===== config.mk =====
export PLATFORM = sky130hd
export DESIGN_NAME = bus_arbiter_n
export DESIGN_NICKNAME = d
export VERILOG_FILES = /design/src/rtl/bus_arb_pkg.sv /design/src/rtl/bus_arbiter_n_rr_pick.sv /design/src/rtl/bus_arbiter_n.sv
export SDC_FILE = /design/constraint.sdc
export NUM_CORES = 1
export LEC_CHECK = 0
export CAP_MARGIN = 15
export CORE_MARGIN = 5
export CORE_UTILIZATION = 35
export DETAILED_ROUTE_END_ITERATION = 12
export PLACE_DENSITY = 0.59
export SYNTH_ARGS = -nofsm -noshare
export SYNTH_HDL_FRONTEND = slang
export SYNTH_SLANG_ARGS = --single-unit

===== constraint.sdc =====
create_clock -name clk -period 2 [get_ports clk]
set_input_delay 0.2 -clock clk [delete_from_list [all_inputs] [get_ports clk]]
set_output_delay 0.2 -clock clk [all_outputs]
set_load 0.01 [all_outputs]

===== src/rtl/bus_arb_pkg.sv =====
// Shared types and mode constants for the N-master bus arbiter.
package bus_arb_pkg;

    // Arbiter FSM: IDLE waits for a request, GRANT holds a master, TURN is the one-cycle dead bus.
    typedef enum logic [1:0] {
        ST_IDLE  = 2'd0,
        ST_GRANT = 2'd1,
        ST_TURN  = 2'd2
    } arb_state_e;

    localparam int RR_MODE_FIXED = 0;
    localparam int RR_MODE_RR    = 1;

endpackage


===== src/rtl/bus_arbiter_n_rr_pick.sv =====
// Combinational rotating-base priority picker: the first set request at or after base_i wins.
module rr_pick #(
    parameter int N  = 2,
    parameter int IW = (N > 1) ? $clog2(N) : 1
) (
    input  logic [N-1:0]  req_i,
    input  logic [IW-1:0] base_i,
    output logic [N-1:0]  gnt_o,
    output logic [IW-1:0] idx_o,
    output logic          any_o
);

    logic [2*N-1:0] req2;
    logic [2*N-1:0] rot;
    logic [IW:0]    sum;

    // Rotate the request vector so base_i lands at bit 0, then take the lowest set bit.
    always_comb begin
        req2 = {req_i, req_i};
        rot  = req2 >> base_i;
        sum  = '0;
        for (int i = N - 1; i >= 0; i--) begin
            if (rot[i]) begin
                sum = {1'b0, base_i} + (IW+1)'(i);
            end
        end
        if (sum >= (IW+1)'(N)) begin
            sum = sum - (IW+1)'(N);
        end
        any_o = |rot[N-1:0];
        idx_o = sum[IW-1:0];
        gnt_o = any_o ? (N'(1) << idx_o) : '0;
    end

endmodule


===== src/rtl/bus_arbiter_n.sv =====
// N-master bus arbiter with round-robin or fixed priority, a single split slot and hold-time preemption.
module bus_arbiter_n
    import bus_arb_pkg::*;
#(
    parameter int NUM_MASTERS = 2,
    parameter int RR_MODE     = 1,
    parameter int MAX_HOLD    = 64
) (
    input  logic                           clk,
    input  logic                           rst,
    input  logic [NUM_MASTERS-1:0]         breq,
    output logic [NUM_MASTERS-1:0]         bgrant,
    output logic [$clog2(NUM_MASTERS)-1:0] owner,
    output logic                           grant_valid,
    input  logic                           split_req,
    input  logic                           split_done,
    output logic [NUM_MASTERS-1:0]         split,
    output logic                           split_err,
    output logic                           preempt
);

    localparam int N        = NUM_MASTERS;
    localparam int IW       = $clog2(NUM_MASTERS);
    // With preemption disabled the counter still runs; it just saturates at 1.
    localparam int HOLD_SAT = (MAX_HOLD == 0) ? 1 : MAX_HOLD;
    localparam int HW       = $clog2(HOLD_SAT + 1);

    arb_state_e    state_q, state_d;
    logic [N-1:0]  bgrant_q, bgrant_d;
    logic [IW-1:0] owner_q, owner_d;
    logic [N-1:0]  split_q, split_d;
    logic [N-1:0]  resume_q, resume_d;
    logic [IW-1:0] last_q, last_d;
    logic [HW-1:0] hold_q, hold_d;

    logic [N-1:0]  elig;
    logic [N-1:0]  res_elig;
    logic [N-1:0]  pick_req;
    logic [IW-1:0] base;
    logic [N-1:0]  win_oh;
    logic [IW-1:0] win_idx;
    logic          win_any;
    logic          slot_full;
    logic          timeout;
    logic          split_err_c;
    logic          preempt_c;

    // A parked master is invisible to arbitration; a resumed master outranks everyone.
    always_comb begin
        elig      = breq & ~split_q;
        res_elig  = elig & resume_q;
        pick_req  = (|res_elig) ? res_elig : elig;
        slot_full = |split_q;
        if (RR_MODE == RR_MODE_RR) begin
            base = (last_q == IW'(N - 1)) ? '0 : last_q + IW'(1);
        end else begin
            base = '0;
        end
        timeout = (MAX_HOLD != 0) && (hold_q == HW'(HOLD_SAT)) && (|(elig & ~bgrant_q));
    end

    rr_pick #(.N(N), .IW(IW)) u_pick (
        .req_i  (pick_req),
        .base_i (base),
        .gnt_o  (win_oh),
        .idx_o  (win_idx),
        .any_o  (win_any)
    );

    // Next-state, grant selection, split slot and hold counter.
    always_comb begin
        state_d     = state_q;
        bgrant_d    = bgrant_q;
        owner_d     = owner_q;
        split_d     = split_q;
        resume_d    = resume_q;
        last_d      = last_q;
        hold_d      = hold_q;
        split_err_c = 1'b0;
        preempt_c   = 1'b0;

        if (split_done && slot_full) begin
            resume_d = resume_q | split_q;
            split_d  = '0;
        end

        case (state_q)
            ST_IDLE, ST_TURN: begin
                if (win_any) begin
                    state_d  = ST_GRANT;
                    bgrant_d = win_oh;
                    owner_d  = win_idx;
                    last_d   = win_idx;
                    hold_d   = HW'(1);
                    resume_d = resume_d & ~win_oh;
                end else begin
                    state_d  = ST_IDLE;
                    bgrant_d = '0;
                    hold_d   = '0;
                end
            end
            ST_GRANT: begin
                if (split_req) begin
                    if (!slot_full) begin
                        split_d  = bgrant_q;
                        state_d  = ST_TURN;
                        bgrant_d = '0;
                        hold_d   = '0;
                    end else begin
                        split_err_c = 1'b1;
                    end
                end else if (!(|(breq & bgrant_q))) begin
                    state_d  = ST_TURN;
                    bgrant_d = '0;
                    hold_d   = '0;
                end else if (timeout) begin
                    preempt_c = 1'b1;
                    state_d   = ST_TURN;
                    bgrant_d  = '0;
                    hold_d    = '0;
                end else if (hold_q != HW'(HOLD_SAT)) begin
                    hold_d = hold_q + HW'(1);
                end
            end
            default: begin
                state_d  = ST_IDLE;
                bgrant_d = '0;
                hold_d   = '0;
            end
        endcase
    end

    // State registers with synchronous reset; last_q starts at the top index so master 0 wins first.
    always_ff @(posedge clk) begin
        if (rst) begin
            state_q  <= ST_IDLE;
            bgrant_q <= '0;
            owner_q  <= '0;
            split_q  <= '0;
            resume_q <= '0;
            last_q   <= IW'(N - 1);
            hold_q   <= '0;
        end else begin
            state_q  <= state_d;
            bgrant_q <= bgrant_d;
            owner_q  <= owner_d;
            split_q  <= split_d;
            resume_q <= resume_d;
            last_q   <= last_d;
            hold_q   <= hold_d;
        end
    end

    assign bgrant      = bgrant_q;
    assign owner       = owner_q;
    assign grant_valid = |bgrant_q;
    assign split       = split_q;
    assign split_err   = split_err_c & ~rst;
    assign preempt     = preempt_c & ~rst;

endmodule


# Word level (Yosys, flattened, before mapping)
# Index checks and enable logic that the tools add are counted.
[classes]
addsub = 4
magnitude_cmp = 1
eq_ne = 7
shift = 2
muxes = 39
bitwise_logic = 12
n_reduce_logical = 13
[ops]
columns = ["op", "count"]
rows = [
  ["$mux 2", 20],
  ["$mux 7", 5],
  ["$pmux 7 s2", 1],
  ["$reduce_or 2->1", 7],
  ["$mux 1", 11],
  ["$and 2x2->2", 5],
  ["$pmux 2 s2", 2],
  ["$add 7x1->7 const B", 1],
  ["$eq 7x7->1 const B", 1],
  ["$ne 7x7->1 const B", 1],
  ["$not 2->2", 3],
  ["$reduce_and 2->1", 3],
  ["$ne 5x5->1 const B", 1],
  ["$ne 4x4->1 const B", 1],
  ["$shr 4x1->2", 1],
  ["$ne 3x3->1 const B", 1],
  ["$add 1x1->2 const B", 1],
  ["$and 1x1->1", 2],
  ["$eq 2x1->1 const B", 1],
  ["$eq 2x2->1 const B", 1],
  ["$ge 2x2->1 const B", 1],
  ["$logic_and 1x1->1", 2],
  ["$logic_not 2->1", 1],
  ["$or 2x2->2", 1],
  ["other kinds (4)", 4],
]
[word_totals]
regBits = 17
in_bits = 6
output_inout_bits = 8
wordCells = 85

# Logic depth before layout (Yosys ltp)
[depth]
word_depth = 16
ltp_mapped = 6
mapped_depth_nobuf = 6

# Modules after synthesis
# Synthesis repeated with hierarchy kept, for this count alone.
[unflattened]
cells_unflattened = 103
hier_area_um2 = 913.4
[by_module_without_submodules]
columns = ["module", "n_inst", "cells_per_inst", "area_each_um2", "seq_area_each_um2"]
rows = [
  ["bus_arbiter_n", 1, 98, 880.8, 340.3],
  ["rr_pick", 1, 5, 32.5, 0.0],
]

# Worst setup path after synthesis
# Ideal clock, no wire load.
[synth_timing]
kind = "register to output"
start = "reg state_q[0]"
end = "out preempt"
arrival_ns = 1.441
required_ns = 1.800
slack_ns = 0.359
path_stages_with_launch = 5
path_buffers = 1
path_cell_list = "dfxtp_1 > or3b_1 > nor2_2 > buf_6 > nor4bb_1"
[synth_between]
elab_chain_len = 3
[synth_rtl]
columns = ["element", "line_no", "rtl"]
rows = [
  ["start, declared", "bus_arbiter_n.sv:28", "arb_state_e state_q, state_d;"],
  ["start signal, assigned", "bus_arbiter_n.sv:144", "state_q <= state_d;"],
  ["$eq 2x1->1", "bus_arbiter_n.sv:87", "case (state_q)"],
  ["$mux 1", "bus_arbiter_n.sv:87", ""],
  ["$and 1x1->1", "bus_arbiter_n.sv:159", "assign preempt = preempt_c & ~rst;"],
  ["end, declared", "bus_arbiter_n.sv:19", "output logic preempt"],
]
# No other way between the ends.

# Worst setup path in the final report
[layout_timing]
start = "reg hold_q[0]"
end = "out preempt"
[layout_between]
elab_chain_len = 7
[layout_rtl]
columns = ["element", "line_no", "rtl"]
rows = [
  ["start, declared", "bus_arbiter_n.sv:34", "logic [HW-1:0] hold_q, hold_d;"],
  ["start signal, assigned", "bus_arbiter_n.sv:150", "hold_q <= hold_d;"],
  ["$eq 7x7->1", "bus_arbiter_n.sv:59", "timeout = (MAX_HOLD != 0) && (hold_q == HW'(HOLD_SAT)) && (|(elig & ~bgrant_q));"],
  ["$logic_and 1x1->1", "bus_arbiter_n.sv:59", ""],
  ["$mux 1", "bus_arbiter_n.sv:116", "end else if (timeout) begin"],
  ["$mux 1", "bus_arbiter_n.sv:112", "end else if (!(|(breq & bgrant_q))) begin"],
  ["$mux 1", "bus_arbiter_n.sv:103", "if (split_req) begin"],
  ["$mux 1", "bus_arbiter_n.sv:87", ""],
  ["$and 1x1->1", "bus_arbiter_n.sv:159", ""],
]
# No other way between the ends.

==> results summary <==
The flow ran to the end, and the final reports show no timing, DRC or antenna violations. The required time of the worst setup path is 1.80 ns. The final period utilization came out at 92.6%. The routed design has 2310 um of wire. In this run the vertical extent of the chip is 61.4 um. The effective utilization at floorplan is 36.9%.

The final-report hold violation count is 0. Among all flip-flop cells after synthesis, the most frequent one is sky130_fd_sc_hd__dfxtp_1. The number of warnings issued by yosys came out at 0. The number of violations of the max-capacitance limit came out at 0. The filler cells instantiated in the layout total 257. The latest clock arrival within the worst-skew pair is 0.29 ns.

The max-slew headroom at the worst pin came out at 74.6%. The CTS clock-pin slew for the worst setup and hold paths came out at 0.10 ns. In this run the standard cell core region covers 2500 um^2.

The critical path is of the register to primary output type. Counting flops with a built-in enable in the synthesized netlist gives 0. Of the cells placed in the final design, the portion with a size suffix greater than 1 is 22.3%.

In this run, flip-flops and latches consume 54.5% of the power. The biggest fanout along the worst timing path is 3. At the worst endpoint, the arrival time is 1.65 ns. After technology mapping, the gate count stands at 112. The core occupancy in the finished layout came out at 50.9%.

The number of antenna violations at the first check in global routing came out at 0. The clock root buffer is sky130_fd_sc_hd__clkbuf_4. The count of hold-fix buffers inserted at cts came out at 0. The placed wire-length estimate after detailed placement came out at 1780 um. The count of pins over their slew limit is 0.

Summed over all cells, the static leakage comes to 0.500 nW. The horizontal die dimension is 61.4 um. The total number of clock tree sinks is 17. Per report_power, the combinational group accounts for 16.8% of the total. The type of origin of the critical path is a register.

The cell area power density came out at 517 nW/um^2. Entering global routing, the biggest net connects 15 pins. Routability-driven placement finished with a final weighted congestion of 0.831. The maximum buffer depth of the clock tree is 2. In this run the number of H-tree levels came out at 1. The via count of the first global-routing pass came out at 967. The detailed router's first-iteration violation count came out at 21. Leaving out fill and tap cells, the most frequent cells in the layout are sky130_fd_sc_hd__buf_4 (22), sky130_fd_sc_hd__dfxtp_1 (17), sky130_fd_sc_hd__nand2_1 (14). Setup repair after global routing left no endpoint under its margin.

The switching power total came out at 172 uW. The average instance in the mapped netlist occupies 8.24 um^2. The fraction of registers with async set/reset came out at 0%. The routed layout has 958 vias. After detailed routing, the number of remaining DRC violations is 0. Of the total power, the clock network draws 28.6%. At the placement stage, the worst setup path has a slack of -0.178 ns. The number of buffer cells added on primary ports came out at 13. The netlist uses 40 different library cells. The combined area of all synthesized cells came out at 923 um^2. The number of standard cells in the final layout excluding fillers came out at 178. The net count of the mapped netlist is 120. The wire length per cell came out at 13.0 um. The total inserted antenna cells is 0.

The cell count after placement is 174. The clock period minus worst slack is 1.85 ns. TritonCTS built the clock tree. The library cell used most frequently in the layout, excluding fill and tap cells, is sky130_fd_sc_hd__buf_4. The number of buffers added by the clock tree synthesis step came out at 3. The switching power as a share of total power came out at 26.1%.

The residual overflow from global routing is 0. Once routing completed, OpenROAD measured the worst setup slack at 0.148 ns. The floorplan has 18 rows. The synthesized design contains 17 register bits. In this run the remaining antenna-violating nets after routing total 0. The global-route wire length before repair came out at 4070 um. The via count normalized by instance count is 5.38. The sequential cell area fraction in the yosys report is 36.9%. The global routing usage summed across all routing layers is 14.3%. The area of the die came out at 3770 um^2. The number of top-level pins came out at 14.

At the end of the flow, the number of nets in the layout was 157. For the pin with the worst max-slew slack, the measured transition is 0.379 ns. The number of iterations in the first detailed-routing pass is 4.

The signed area change from the synthesized netlist to the final layout came out at 37.8%. The internal portion of the total power is 485 uW. The endpoint kind of the worst setup timing path is a primary output.

The path class of the tightest hold or removal check is register to register. Derived from the worst setup path, the maximum achievable clock frequency is 540 MHz. Between clock sinks in the finished design, the worst skew comes to 0.00481 ns. The maximum ir drop on the vdd rail is 0.000346 V. The number of failing setup endpoints in the final timing report is 0.
[metal layers]
layer  wire length (um)  global-route usage, %
met5                  0                      0
met4                 31                   6.06
met3                 63                   2.10
met2               1130                   24.3
met1               1080                   18.1
[sequential cells by signal, indices dropped and copies added, names as in the netlist]
signal	cells
bgrant	2
resume_q	2
state_q	2
hold_q	7
split	2
owner	1
last_q	1
[path summary, 6_finish.rpt]
check | slack (ns) | cells past startpoint | end | from
max | 0.15 | 6 | preempt | hold_q[0]
min | 0.47 | 2 | owner | owner
max reg2reg | 0.30 | 8 | hold_q[6] | hold_q[0]
min reg2reg | 0.47 | 2 | owner | owner
[critical path, cell delays in order, from the launching register on]
cell,delay [ns]
sky130_fd_sc_hd__dfxtp_1,0.34
sky130_fd_sc_hd__inv_1,0.10
sky130_fd_sc_hd__ha_1,0.17
sky130_fd_sc_hd__and2_1,0.14
sky130_fd_sc_hd__and2_1,0.16
sky130_fd_sc_hd__nor4bb_4,0.29
sky130_fd_sc_hd__clkbuf_2,0.17
[area by class of cell]
type	instances	area [um^2]	share of cell area (%)
well taps	30	37.5	2.95
flip-flops and latches	17	340	26.7
inverters	6	22.5	1.77
clock buffers	4	26.3	2.06
repair buffers	35	289	22.7
multi-input cells	86	557	43.8
[logic make-up (layout without fill, tap and decap cells)]
group | after synthesis | count (layout) | synth area share (%)
AOI/OAI and AO/OA | 28 | 28 | 21.0
adders and majority gates | 3 | 3 | 3.79
muxes | 1 | 1 | 1.08
buffers and inverters | 9 | 45 | 4.47
DFF | 17 | 17 | 36.9
and+or+nand+nor | 54 | 54 | 32.8
[repair_timing]
| item | in CTS | in global routing |
|---|---|---|
| endpoints found under the setup margin | 2 | 1 |
| gates resized for setup | 4 | 2 |
| setup buffers | 0 | 0 |
[Yosys cell counts, types with 2 or more instances]
library cell / n / area share, %
sky130_fd_sc_hd__a31oi_1: 3 / 2.0
sky130_fd_sc_hd__nor3b_1: 2 / 1.6
sky130_fd_sc_hd__nand3b_1: 4 / 3.3
sky130_fd_sc_hd__nand3_1: 4 / 2.2
sky130_fd_sc_hd__nor3_1: 4 / 2.2
sky130_fd_sc_hd__nor2_1: 10 / 4.1
sky130_fd_sc_hd__or2_2: 2 / 1.4
sky130_fd_sc_hd__ha_1: 2 / 2.7
sky130_fd_sc_hd__a21oi_1: 9 / 4.9
sky130_fd_sc_hd__nand2_1: 14 / 5.7
sky130_fd_sc_hd__dfxtp_1: 17 / 37
sky130_fd_sc_hd__inv_1: 6 / 2.4
sky130_fd_sc_hd__o221ai_1: 2 / 1.9
sky130_fd_sc_hd__and2_1: 2 / 1.4
sky130_fd_sc_hd__nand2b_1: 2 / 1.4
sky130_fd_sc_hd__clkbuf_1: 2 / 0.81
sky130_fd_sc_hd__a311oi_1: 2 / 1.9
sky130_fd_sc_hd__nor2b_1: 2 / 1.4
sky130_fd_sc_hd__o21ai_0: 2 / 1.1
[per-stage QoR]
stage	hold slack (ns)	total power [mW]	cell area [um^2]	TNS, ns
floorplan	0.317	0.417	923	0
global placement	0.447	0.473	1240	-0.184
detailed placement	0.456	0.475	1240	-0.178
CTS	0.474	0.663	1270	0
global route	0.501	0.688	1270	0
finish	0.466	0.657	1270	0
[power groups by stage]
stage / sequential [mW] / combinational [mW] / clock [mW]
2_1_floorplan: 0.369 / 0.0482 / 0
3_3_place_gp: 0.366 / 0.107 / 0
3_5_place_dp: 0.366 / 0.109 / 0
4_1_cts: 0.358 / 0.110 / 0.194
5_1_grt: 0.361 / 0.122 / 0.205
6_report: 0.358 / 0.111 / 0.188
Power figures use the tool's default switching activity.
